<file path="config.mk">
export PLATFORM = sky130hd
export DESIGN_NAME = pipe_round_tracker_flat
export DESIGN_NICKNAME = d
export VERILOG_FILES = /design/src/rtl/pipe_round_tracker_if.sv /design/src/rtl/pipe_round_tracker.sv /design/src/flat_wrapper.sv
export SDC_FILE = /design/constraint.sdc
export NUM_CORES = 1
export LEC_CHECK = 0
export BUFFER_PORTS_ARGS = -buffer_cell sky130_fd_sc_hd__buf_4
export CAP_MARGIN = 20
export CORE_ASPECT_RATIO = 2
export CORE_MARGIN = 2
export CORE_UTILIZATION = 60
export CTS_BUF_LIST = sky130_fd_sc_hd__clkbuf_4 sky130_fd_sc_hd__clkbuf_8
export DETAILED_ROUTE_END_ITERATION = 10
export HOLD_SLACK_MARGIN = 0.1
export PLACE_DENSITY = 0.92
export REMOVE_ABC_BUFFERS = 1
export SLEW_MARGIN = 0
export SYNTH_ARGS = -nofsm -noshare
export SYNTH_HDL_FRONTEND = slang
export SYNTH_SLANG_ARGS = --single-unit
</file>
<file path="constraint.sdc">
create_clock -name clk -period 3.95 [get_ports clk]
set_input_delay 0.1975 -clock clk [delete_from_list [all_inputs] [get_ports clk]]
set_output_delay 0.1975 -clock clk [all_outputs]
set_load 0.01 [all_outputs]
</file>
<file path="src/rtl/pipe_round_tracker_if.sv">
// Event port of pipe_round_tracker: pending-event handshake plus sticky overflow.
// master = tracker (drives events), slave = downstream pipeline control.
interface pipe_round_tracker_if #(
    parameter int CH_IDX_BITS = 2
);
    logic                   evt_valid;
    logic [CH_IDX_BITS-1:0] evt_ch;
    logic                   evt_overflow;
    logic                   evt_ready;
    logic                   ovf_clear;

    modport master (
        output evt_valid, evt_ch, evt_overflow,
        input  evt_ready, ovf_clear
    );

    modport slave (
        input  evt_valid, evt_ch, evt_overflow,
        output evt_ready, ovf_clear
    );
endinterface

</file>
<file path="src/rtl/pipe_round_tracker.sv">
// pipe_round_tracker: NUM_CH independent round counters sharing one runtime
// terminal count, with saturate/wrap selection. Terminal-count events are
// queued per channel and offered lowest-index-first on a valid/ready port.
// Build option: PIPE_ROUND_TRACKER_EVT_EN builds the pending/overflow logic;
// without it the event port is tied off and only counters/done_flag exist.

// One channel: counter plus terminal compare.
module pipe_round_tracker_lane #(
    parameter int W = 6
) (
    input  logic         clk,
    input  logic         rst,
    input  logic         en_i,
    input  logic         wrap_i,
    input  logic [W-1:0] term_i,
    output logic [W-1:0] count_o,
    output logic         done_o,
    output logic         evt_o
);
    logic [W-1:0] count_q, count_d;

    // Next count: clear when idle, step below terminal, otherwise hold/clamp
    // to terminal (saturate) or restart at 0 (wrap). Above-terminal counts
    // only exist after a terminal reload and take the same path.
    always_comb begin
        count_d = count_q;
        if (!en_i)
            count_d = '0;
        else if (count_q < term_i)
            count_d = count_q + 1'b1;
        else
            count_d = wrap_i ? '0 : term_i;
    end

    // Counter register.
    always_ff @(posedge clk or posedge rst) begin
        if (rst) count_q <= '0;
        else     count_q <= count_d;
    end

    // Terminal is never 0, so term_i - 1 cannot underflow.
    assign evt_o   = en_i && (count_q == term_i - 1'b1);
    assign done_o  = (count_q == term_i);
    assign count_o = count_q;
endmodule

module pipe_round_tracker #(
    parameter int NUM_CNT_BITS = 6,
    parameter int NUM_TO_COUNT = 30,
    parameter int NUM_CH       = 4,
    parameter int CH_IDX_BITS  = 2
) (
    input  logic                           clk,
    input  logic                           rst,
    input  logic [NUM_CH-1:0]              count_enable_i,
    input  logic                           wrap_mode_i,
    input  logic                           tc_load_i,
    input  logic [NUM_CNT_BITS-1:0]        tc_value_i,
    output logic [NUM_CH-1:0]              done_flag_o,
    output logic [NUM_CH*NUM_CNT_BITS-1:0] count_out_o,
    pipe_round_tracker_if.master           evt_if
);
    logic [NUM_CNT_BITS-1:0] term_q, term_d;
    logic [NUM_CH-1:0]       evt_hit;

    // A zero terminal load is dropped; counters see the old terminal this cycle.
    always_comb begin
        term_d = term_q;
        if (tc_load_i && (tc_value_i != '0))
            term_d = tc_value_i;
    end

    // Shared terminal-count register.
    always_ff @(posedge clk or posedge rst) begin
        if (rst) term_q <= NUM_CNT_BITS'(NUM_TO_COUNT);
        else     term_q <= term_d;
    end

    for (genvar g = 0; g < NUM_CH; g++) begin : g_lane
        pipe_round_tracker_lane #(.W(NUM_CNT_BITS)) u_lane (
            .clk    (clk),
            .rst    (rst),
            .en_i   (count_enable_i[g]),
            .wrap_i (wrap_mode_i),
            .term_i (term_q),
            .count_o(count_out_o[g*NUM_CNT_BITS +: NUM_CNT_BITS]),
            .done_o (done_flag_o[g]),
            .evt_o  (evt_hit[g])
        );
    end

`ifdef PIPE_ROUND_TRACKER_EVT_EN
    logic [NUM_CH-1:0]      pend_q, pend_d, pop;
    logic                   ovf_q, ovf_d, lost;
    logic [CH_IDX_BITS-1:0] ch_sel;

    // Lowest-index pending channel; scanning downwards lets the lowest win.
    always_comb begin
        ch_sel = '0;
        for (int i = NUM_CH - 1; i >= 0; i--)
            if (pend_q[i]) ch_sel = CH_IDX_BITS'(i);
    end

    // Pop the presented bit, merge new events, flag collisions as lost.
    // A pop and a new event on the same channel re-arm the bit without loss;
    // a fresh loss overrides ovf_clear.
    always_comb begin
        pop = '0;
        if (evt_if.evt_ready && (|pend_q))
            pop = NUM_CH'(1) << ch_sel;
        lost   = |(evt_hit & pend_q & ~pop);
        pend_d = (pend_q & ~pop) | evt_hit;
        ovf_d  = lost | (ovf_q & ~evt_if.ovf_clear);
    end

    // Pending bits and sticky overflow.
    always_ff @(posedge clk or posedge rst) begin
        if (rst) begin
            pend_q <= '0;
            ovf_q  <= 1'b0;
        end else begin
            pend_q <= pend_d;
            ovf_q  <= ovf_d;
        end
    end

    assign evt_if.evt_valid    = |pend_q;
    assign evt_if.evt_ch       = ch_sel;
    assign evt_if.evt_overflow = ovf_q;
`else
    // Event port tied off; handshake inputs and lane events are don't-care.
    logic unused_evt;
    assign unused_evt          = ^{evt_if.evt_ready, evt_if.ovf_clear, evt_hit};
    assign evt_if.evt_valid    = 1'b0;
    assign evt_if.evt_ch       = '0;
    assign evt_if.evt_overflow = 1'b0;
`endif
endmodule
</file>
<file path="src/flat_wrapper.sv">
// flat-port wrapper written by rule: the top's interface ports become plain ports
module pipe_round_tracker_flat 
#(
    parameter int NUM_CNT_BITS = 6,
    parameter int NUM_TO_COUNT = 30,
    parameter int NUM_CH       = 4,
    parameter int CH_IDX_BITS  = 2
)
  (clk, rst, count_enable_i, wrap_mode_i, tc_load_i, tc_value_i, done_flag_o, count_out_o, evt_if_evt_valid, evt_if_evt_ch, evt_if_evt_overflow, evt_if_evt_ready, evt_if_ovf_clear);
  pipe_round_tracker_if #(.CH_IDX_BITS(CH_IDX_BITS)) evt_if_i ();
  input  logic clk;
  input  logic rst;
  input  logic [NUM_CH-1:0] count_enable_i;
  input  logic wrap_mode_i;
  input  logic tc_load_i;
  input  logic [NUM_CNT_BITS-1:0] tc_value_i;
  output logic [NUM_CH-1:0] done_flag_o;
  output logic [NUM_CH*NUM_CNT_BITS-1:0] count_out_o;
  output wire logic [$bits(evt_if_i.evt_valid)-1:0] evt_if_evt_valid;
  output wire logic [$bits(evt_if_i.evt_ch)-1:0] evt_if_evt_ch;
  output wire logic [$bits(evt_if_i.evt_overflow)-1:0] evt_if_evt_overflow;
  input wire logic [$bits(evt_if_i.evt_ready)-1:0] evt_if_evt_ready;
  input wire logic [$bits(evt_if_i.ovf_clear)-1:0] evt_if_ovf_clear;
  assign evt_if_evt_valid = evt_if_i.evt_valid;
  assign evt_if_evt_ch = evt_if_i.evt_ch;
  assign evt_if_evt_overflow = evt_if_i.evt_overflow;
  assign evt_if_i.evt_ready = evt_if_evt_ready;
  assign evt_if_i.ovf_clear = evt_if_ovf_clear;
  pipe_round_tracker #(.NUM_CNT_BITS(NUM_CNT_BITS), .NUM_TO_COUNT(NUM_TO_COUNT), .NUM_CH(NUM_CH), .CH_IDX_BITS(CH_IDX_BITS)) u_core (.clk(clk), .rst(rst), .count_enable_i(count_enable_i), .wrap_mode_i(wrap_mode_i), .tc_load_i(tc_load_i), .tc_value_i(tc_value_i), .done_flag_o(done_flag_o), .count_out_o(count_out_o), .evt_if(evt_if_i));
endmodule
</file>
==> impl_metrics.yaml, run 1 <==
setup_path:
  required_ns: 4.16
  crit_fanout: 5
  start_kind: "flip-flop"
  slowest_delay_ns: 0.53
  arrival_ns: 2.19
  crit_slowest_cell: "dfstp_2"
  path_buf_inv: 1
  crit_path_end_kind: "flip-flop"
  critical-path-top-delay-family: "flip-flops"
  path_class: "reg -> reg"
  crit_chain: "inv_1 > ha_1 > nor2b_1 > o21ba_2 > nor2_1 > mux2i_1"
logic_synthesis:
  syn_avg_cell_area_sq_um: 9.08
  netlist_area_sq_um: 2200
  synthTopCellsByArea: "dfrtp_1, ha_1, nand2_1"
  synth.top_cell.area_share: 0.296
  yosysSeqAreaShare: 0.344
  synth-seq-cells: 30
  syn_inst: 242
  yosysTopAreaCell: "dfrtp_1"
  yosysWarnings: 0
  yosysUniqueCellTypes: 27
clock_network:
  clock_latency_ns: 0.29
  cts_buffers: 5
  htree_levels: 2
  cts_tree: "done"
  cts.sinks: 30
  clockBufferDepth: 2
  cts-root-buf: "clkbuf_8"
  clk_pin_slew_ns: 0.06
  cts_resized: 0
global_routing:
  antenna_found_initial: 0
  grt_max_degree: 31
  grt_pass1_wl_um: 8390
  globalRoute.totalOverflow: 0
  grt_pass1_vias: 1836
  grtUsageTotal: 0.281
layout:
  antenna_cells: 0
  area_growth_pct: 19.5
  most-common-layout-cells: "buf_4, nand2_1, ha_1"
  stdcell_area_sq_um: 2630
  layout_commonest_cell: "buf_4"
  seq_area_sq_um: 756
  final_cells: 336
  fillers: 267
  final_nets: 330
  post-route-util: 0.736
  multi_input_area_sq_um: 1340
  drive_gt1_frac: 0.209
sta:
  finalSetupViolCount: 0
  hold_violations: 0
  period_share: 0.503
  fin_crit_ns: 1.99
  final_max_slew_viol_count: 0
  fin_skew_ns: 0.00895
  tns_ns: 0
  rsz0062_at_grt: "no"
  fmax_ghz: 0.503
detailed_routing:
  dr.first_iter.drc_count: 67
  remaining_drc_errors: 0
  wirelength_um: 5140
  vias_per_cell: 5.83
  via_count: 1959
  ant_nets: 0
  wire_per_inst_um: 15.3
  drtPass1Iterations: 4
power_and_ir_drop:
  switching_power_w: 0.000683
  p_total_w: 0.00164
  clkPwrFrac: 0.160
  p_seq_frac: 0.325
  power_leakage_nw: 1.42
  netSwitchingFraction: 0.416
  max-vdd-ir-drop_mv: 0.385
  power_per_cell_area_nw_per_um2: 625
  p_int_w: 0.000959
  power_frac_comb: 0.515
flow_run:
  cap_violations: 0
floorplanning:
  die_w_um: 46.8
  start_util: 0.616
  coreArea_sq_um: 3570
  ios: 48
  fp.dieH_um: 89.6
  die_area_sq_um: 4190
  num_rows: 31
place:
  gp_congestion: 0.910
  dp_hpwl_um: 3950
  place_inst: 327
  io_buffers: 41
  place_area_sq_um: 2520
worst_hold_path:
  holdCritPathClass: "in -> reg"
outcome:
  status: "completed"
## worst paths after layout
path                                        from                            endpoint  slack (ns)  cells past startpoint
worst max-delay path            u_core.term_q[1]  u_core.g_lane[3].u_lane.count_o[1]        1.96                      6
worst min-delay path               tc_value_i[2]                    u_core.term_q[2]        0.11                      3
worst max register to register  u_core.term_q[1]  u_core.g_lane[3].u_lane.count_o[1]        1.96                      6
worst min register to register  u_core.term_q[2]                    u_core.term_q[2]        0.46                      2
max in group asynchronous                    rst                    u_core.term_q[1]        3.07                      4
min in group asynchronous                    rst  u_core.g_lane[2].u_lane.count_o[0]        0.55                      4
## worst min-delay path, stage by stage
cell,delay (ns)
buf_4,0.11
nand2_1,0.05
nand2_1,0.04
## final cells by class
class                           count  share of cell area
Sequential cell                    30               0.288
Inverter                           13              0.0186
Clock inverter                      1             0.00190
Timing Repair Buffer               43               0.124
Clock buffer                        7              0.0343
Multi-Input combinational cell    193               0.510
Tap cell                           49              0.0233
## Yosys cell counts
cell type  instances
nand2_1           36
ha_1              28
dfrtp_1           26
nand3_1           18
o21ai_0           14
inv_1             13
nor2_1            13
a21oi_1           11
nand4_1           10
o211a_1           10
buf_4              8
xor2_1             7
mux2i_1            5
nor2b_1            5
xnor2_1            5
a21boi_0           4
dfstp_2            4
o21a_1             4
o21ba_2            4
o21bai_1           4
or3_1              4
a211oi_1           3
a22o_1             2
buf_1              1
conb_1             1
o31ai_4            1
or4_4              1
## what timing repair did
action                                 4_1_cts  5_1_grt
buffers inserted                             0        0
hold buffers                                 1        0
endpoints found under the hold margin       26        0
## per-stage QoR
| step | hold slack (ns) | setup slack (ns) |
|---|---|---|
| floorplan | 0.281 | 2.23 |
| global placement | 0.301 | 2.05 |
| detailed placement | 0.308 | 2.00 |
| CTS | 0.114 | 1.98 |
| global route | 0.134 | 1.86 |
| finish | 0.114 | 1.96 |
## registers in the layout (all words and copies together) (netlist names)
| signal | count |
|---|---|
| u_core.term_q | 6 |
| u_core.g_lane.u_lane.count_o | 24 |
## per-layer routing
layer	vias up	routed length, um	track usage
met2	61	2900	0.487
met4	0	195	0.146
met1	937	1860	0.310
met5	-	0	0
li1	942	-	-
met3	19	190	0.0500
## kinds of logic (layout without fill, tap and decap cells)
logic type,after synthesis,count (layout),share of synthesized area
other,1,4,0.00171
flip-flops,30,30,0.344
XOR/XNOR,12,12,0.0478
AO/OA/AOI/OAI,57,57,0.190
adder cells (fa/ha/maj),28,28,0.159
buffers and inverters,22,64,0.0512
AND/OR/NAND/NOR,87,87,0.184
multiplexers,5,5,0.0228
## power by group through the flow
stage	sequential, W	combinational (W)	clock, W
CTS	0.000531	0.000846	0.000265
detailed placement	0.000536	0.000835	0
floorplan	0.000545	0.000523	0
finish	0.000533	0.000846	0.000263
global route	0.000545	0.000955	0.000285
global placement	0.000533	0.000807	0
No activity file was read; power rests on OpenSTA's default activity.
==> inputs of run 2 (changes only) <==
--- a/config.mk
+++ b/config.mk
@@ -5,15 +5,16 @@
 export SDC_FILE = /design/constraint.sdc
 export NUM_CORES = 1
 export LEC_CHECK = 0
+export ABC_AREA = 1
 export BUFFER_PORTS_ARGS = -buffer_cell sky130_fd_sc_hd__buf_4
 export CAP_MARGIN = 20
 export CORE_ASPECT_RATIO = 2
 export CORE_MARGIN = 2
-export CORE_UTILIZATION = 60
+export CORE_UTILIZATION = 52
 export CTS_BUF_LIST = sky130_fd_sc_hd__clkbuf_4 sky130_fd_sc_hd__clkbuf_8
 export DETAILED_ROUTE_END_ITERATION = 10
 export HOLD_SLACK_MARGIN = 0.1
-export PLACE_DENSITY = 0.92
+export PLACE_DENSITY = 0.84
 export REMOVE_ABC_BUFFERS = 1
 export SLEW_MARGIN = 0
 export SYNTH_ARGS = -nofsm -noshare
==> constraint.sdc (replaced) <==
create_clock -name clk -period 1.6 [get_ports clk]
set_input_delay 0.08 -clock clk [delete_from_list [all_inputs] [get_ports clk]]
set_output_delay 0.08 -clock clk [all_outputs]
set_load 0.01 [all_outputs]
==> impl_metrics.yaml, run 2 <==
floorplanning:
  die_w_um: 52.0
  coreArea_sq_um: 4380
  num_rows: 34
  ios: 48
  die_area_sq_um: 5190
  fp.dieH_um: 99.9
  start_util: 0.546
layout:
  antenna_cells: 0
  post-route-util: 0.784
  most-common-layout-cells: "nand2_1, buf_4, nor2_1"
  layout_commonest_cell: "nand2_1"
  largest_reg_flops: 24
  final_cells: 478
  area_growth_pct: 43.6
  final_nets: 467
  drive_gt1_frac: 0.314
global_routing:
  grtUsageTotal: 0.276
  use_met1: 0.268
  globalRoute.totalOverflow: 0
  antenna_found_initial: 0
  grt_use_met2: 0.512
  grt_pass1_vias: 2487
  grt_max_degree: 31
  grt_busiest_layer: "met2"
  met3_usage: 0.0402
  grt_pass1_wl_um: 10700
logic_synthesis:
  syn_inst: 345
  yosysWarnings: 0
  yosysSeqAreaShare: 0.316
  synth_edf_count: 0
  netlist_area_sq_um: 2390
  synth_common_cells: "nand2_1, nor2_1, inv_1"
  yosys_most_used_dff: "dfrtp_1"
  synthTopCellsByArea: "dfrtp_1, nand2_1, ha_1"
  synth.top_cell.area_share: 0.272
  syn_avg_cell_area_sq_um: 6.93
  synthArstFlopShare: 1.00
  synth-seq-cells: 30
  yosysUniqueCellTypes: 26
  yosysTopAreaCell: "dfrtp_1"
  yosys.cell_count.top_type: "nand2_1"
setup_path:
  crit_path_end_kind: "output port"
  crit_fanout: 4
  rr_endpoint: "u_core.g_lane[3].u_lane.count_o[3]"
  path_class: "reg -> out"
  reg2regPathDepth: 10
  rr_startpoint: "u_core.term_q[3]"
  required_ns: 1.52
  arrival_ns: 1.71
  rrSetupSlack_ns: -0.15
  worstSetupEndpoint: "done_flag_o[3]"
  critPathLaunch: "u_core.term_q[3]"
  start_kind: "flip-flop"
detailed_routing:
  wire_per_inst_um: 16.2
  remaining_drc_errors: 0
  dr.first_iter.drc_count: 102
  drtPass1Iterations: 4
  wirelength_um: 7720
  vias_per_cell: 5.42
  via_count: 2593
  ant_nets: 0
power_and_ir_drop:
  power_per_cell_area_nw_per_um2: 1620
  power_leakage_nw: 1.88
  max-vdd-ir-drop_mv: 1.04
  p_total_w: 0.00557
outcome:
  failed_checks: "setup timing"
  status: "complete, but fails checks"
sta:
  finalSetupViolCount: 25
  period_share: 1.12
  hold_violations: 0
  rsz0062_at_grt: "yes"
  fmax_ghz: 0.557
  final_max_slew_viol_count: 0
  relSlewSlack: 0.626
  worst_slew_pin_slew_ns: 0.558
  worst_hold_slack_ns: 0.166
  setup_ws_ns: -0.194
  fin_skew_ns: 0.0151
  fin_crit_ns: 1.79
clock_network:
  cts-root-buf: "clkbuf_8"
  clock_latency_ns: 0.29
  htree_levels: 2
  clockBufferDepth: 2
  cts_tree: "done"
  clk_pin_slew_ns: 0.06
  cts_buffers: 5
  cts.sinks: 30
worst_hold_path:
  holdCritPathClass: "in -> reg"
place:
  dp_hpwl_um: 4360
  dp_slack_ns: -0.0964
  place_inst: 451
  gp_congestion: 0.835
  io_buffers: 41
flow_run:
  cap_violations: 0
## run 2: kinds of logic (layout without fill, tap and decap cells)
family | after synthesis | after routing | synth area share
AOI/OAI and AO/OA | 18 | 18 | 0.0440
xor gates and xnor gates | 8 | 8 | 0.0293
adders and majority gates | 28 | 28 | 0.147
buffers and inverters | 64 | 137 | 0.113
DFF | 30 | 30 | 0.316
other | 1 | 4 | 0.00157
and+or+nand+nor | 196 | 199 | 0.350
## run 2: stage by stage
step / setup TNS, ns / instance area (sq um)
4_1_cts: -0.624 / 3160
5_1_grt: -3.65 / 3430
6_report: -2.00 / 3430
3_3_place_gp: -0.725 / 2840
2_1_floorplan: 0 / 2340
3_5_place_dp: -1.19 / 2840
## run 2: final cells by class
class / count / area, sq um
clock buffers: 8 / 97.6
fillers: 270 / 947
inverters: 56 / 218
well taps: 54 / 67.6
multi-input cells: 257 / 1710
repair buffers: 73 / 586
flip-flops and latches: 30 / 756
## run 2: timing repair
| item | 4_1_cts | 5_1_grt |
|---|---|---|
| pin swaps | 6 | 17 |
| setup buffers | 1 | 3 |
| hold buffers | 12 | 0 |
| endpoints found under the setup margin | 23 | 28 |
| resized for setup | 20 | 43 |
| hold endpoints to repair | 56 | 0 |
| cloned | 0 | 3 |
## run 2: layer usage
metal / wire length, um / vias to the layer above
met3: 416 / 41
met2: 4240 / 134
li1: - / 1213
met4: 480 / 0
met1: 2580 / 1205
met5: 0 / -
## run 2: how the worst min path moves through the flow
stage	startpoint	to	slack (ns)	cells past startpoint
CTS	wrap_mode_i	u_core.g_lane[0].u_lane.count_o[1]	0.16	4
detailed placement	rst	u_core.g_lane[2].u_lane.count_o[4]	0.19	3
global route	wrap_mode_i	u_core.g_lane[0].u_lane.count_o[1]	0.21	4
finish	wrap_mode_i	u_core.g_lane[0].u_lane.count_o[1]	0.17	4
global placement	rst	u_core.g_lane[2].u_lane.count_o[4]	0.19	3
floorplan	rst	u_core.g_lane[0].u_lane.count_o[0]	0.17	1
## run 2: power by group
group / total [W] / switching, W / internal [W] / leakage, nW
Clock: 0.000687 / 0.000303 / 0.000385 / 0.0523
Combinational: 0.00356 / 0.00200 / 0.00156 / 1.44
Sequential: 0.00132 / 0.000314 / 0.00101 / 0.383
Total: 0.00557 / 0.00262 / 0.00295 / 1.88
## run 2: worst max-delay path, stage by stage (launching register included)
cell and delay [ns]:
dfstp_2 0.56, inv_4 0.07, ha_4 0.29, nand2_2 0.07, nor2_4 0.14, and3_4 0.19, buf_4 0.11
==> inputs of run 3 (changes only) <==
--- a/config.mk
+++ b/config.mk
@@ -10,11 +10,11 @@
 export CAP_MARGIN = 20
 export CORE_ASPECT_RATIO = 2
 export CORE_MARGIN = 2
-export CORE_UTILIZATION = 52
+export CORE_UTILIZATION = 57
 export CTS_BUF_LIST = sky130_fd_sc_hd__clkbuf_4 sky130_fd_sc_hd__clkbuf_8
 export DETAILED_ROUTE_END_ITERATION = 10
 export HOLD_SLACK_MARGIN = 0.1
-export PLACE_DENSITY = 0.84
+export PLACE_DENSITY = 0.87
 export REMOVE_ABC_BUFFERS = 1
 export SLEW_MARGIN = 0
 export SYNTH_ARGS = -nofsm -noshare
==> constraint.sdc (replaced) <==
create_clock -name clk -period 1.9 [get_ports clk]
set_input_delay 0.095 -clock clk [delete_from_list [all_inputs] [get_ports clk]]
set_output_delay 0.095 -clock clk [all_outputs]
set_load 0.01 [all_outputs]
==> impl_metrics.yaml, run 3 (same netlist as run 2, synthesis figures left out) <==
worst_hold_path:
  hold_start: "wrap_mode_i"
  holdCritPathClass: "in -> reg"
clock_network:
  htree_levels: 2
  clockBufferDepth: 2
  cts_tree: "done"
  cts.sinks: 30
  clock_latency_ns: 0.29
  cts-root-buf: "clkbuf_8"
  cts_buffers: 5
  clk_pin_slew_ns: 0.07
floorplanning:
  start_util: 0.591
  die_area_sq_um: 4760
  fp.dieH_um: 95.6
  ios: 48
  die_w_um: 49.8
  num_rows: 33
  coreArea_sq_um: 4050
setup_path:
  path_class: "reg -> out"
  rr_startpoint: "u_core.term_q[3]"
  slowest_delay_ns: 0.56
  arrival_ns: 1.78
  crit_fanout: 4
  crit_path_end_kind: "output port"
  critPathLaunch: "u_core.term_q[3]"
  required_ns: 1.80
  crit_slowest_cell: "dfstp_2"
  path_buf_inv: 2
  start_kind: "flip-flop"
  critical-path-top-delay-family: "flip-flops"
  crit_chain: "inv_1 > ha_1 > nand2_1 > nor2_4 > and3_2 > buf_4"
global_routing:
  globalRoute.totalOverflow: 0
  grt_max_degree: 31
  grtUsageTotal: 0.265
  antenna_found_initial: 0
  grt_pass1_wl_um: 9520
  grt_pass1_vias: 2363
detailed_routing:
  wire_per_inst_um: 12.5
  wirelength_um: 5660
  via_count: 2252
  dr.first_iter.drc_count: 40
  vias_per_cell: 4.96
  ant_nets: 0
  drtPass1Iterations: 4
  remaining_drc_errors: 0
layout:
  post-route-util: 0.734
  fillers: 343
  largest_reg_flops: 24
  most-common-layout-cells: "nand2_1, nor2_1, inv_1"
  area_growth_pct: 24.2
  layout_commonest_cell: "nand2_1"
  antenna_cells: 0
  drive_gt1_frac: 0.172
  final_nets: 445
  final_cells: 454
outcome:
  status: "completed"
flow_run:
  cap_violations: 0
power_and_ir_drop:
  power_leakage_nw: 1.72
  max-vdd-ir-drop_mv: 0.764
  power_per_cell_area_nw_per_um2: 1290
sta:
  fmax_ghz: 0.534
  setup_ws_ns: 0.0285
  period_share: 0.985
  hold_violations: 0
  fin_crit_ns: 1.87
  final_max_slew_viol_count: 0
  fin_skew_ns: 0.00856
  finalSetupViolCount: 0
place:
  dp_slack_ns: 0.182
  dp_hpwl_um: 4140
  place_inst: 434
  io_buffers: 41
  gp_congestion: 0.809
[run 3: worst min-delay path: stages]
cell	delay (ns)
buf_4	0.10
nor2_1	0.06
nor2_1	0.09
nor2_1	0.05
[run 3: metal layers]
metal  part of all wire  vias up  GRT usage
li1                   -     1161          -
met1               0.36     1013      0.232
met2               0.56       55      0.524
met3              0.032       23     0.0361
met4              0.055        0      0.190
met5                  0        -          0
[run 3: repair_timing]
item                                    CTS  global route
hold buffers                             12             0
resized for setup                         0             4
setup buffers                             0             0
endpoints found under the hold margin    56             0
endpoints found under the setup margin    0             8
[run 3: layout make-up]
cell class | count | area, sq um | area share
clock buffer | 8 | 110 | 0.0371
inverter | 56 | 210 | 0.0708
multi-input combinational | 254 | 1390 | 0.469
sequential | 30 | 756 | 0.254
tap | 52 | 65.1 | 0.0219
timing repair buffer | 54 | 435 | 0.147
[run 3: path summary, 6_finish.rpt]
path / end / slack, ns / depth (start not counted)
worst max-delay path: done_flag_o[0] / 0.03 / 6
worst min-delay path: u_core.g_lane[0].u_lane.count_o[2] / 0.14 / 4
worst max register to register: u_core.g_lane[1].u_lane.count_o[1] / 0.17 / 9
worst min register to register: u_core.term_q[2] / 0.49 / 2
max in group asynchronous: u_core.term_q[1] / 1.11 / 4
min in group asynchronous: u_core.g_lane[3].u_lane.count_o[4] / 0.46 / 4
[run 3: power breakdown]
part / internal [W] / leakage, nW / switching [W]
combinational: 0.000900 / 1.28 / 0.00118
clock: 0.000366 / 0.0575 / 0.000253
sequential: 0.000847 / 0.383 / 0.000279
[run 3: through the flow]
step | cell area, sq um | hold slack [ns] | total power [W] | setup TNS, ns
finish | 2970 | 0.136 | 0.00383 | 0
global route | 2970 | 0.153 | 0.00423 | -0.00208
CTS | 2950 | 0.134 | 0.00382 | 0
detailed placement | 2720 | 0.207 | 0.00317 | 0
global placement | 2720 | 0.201 | 0.00308 | 0
floorplan | 2340 | 0.183 | 0.00251 | 0
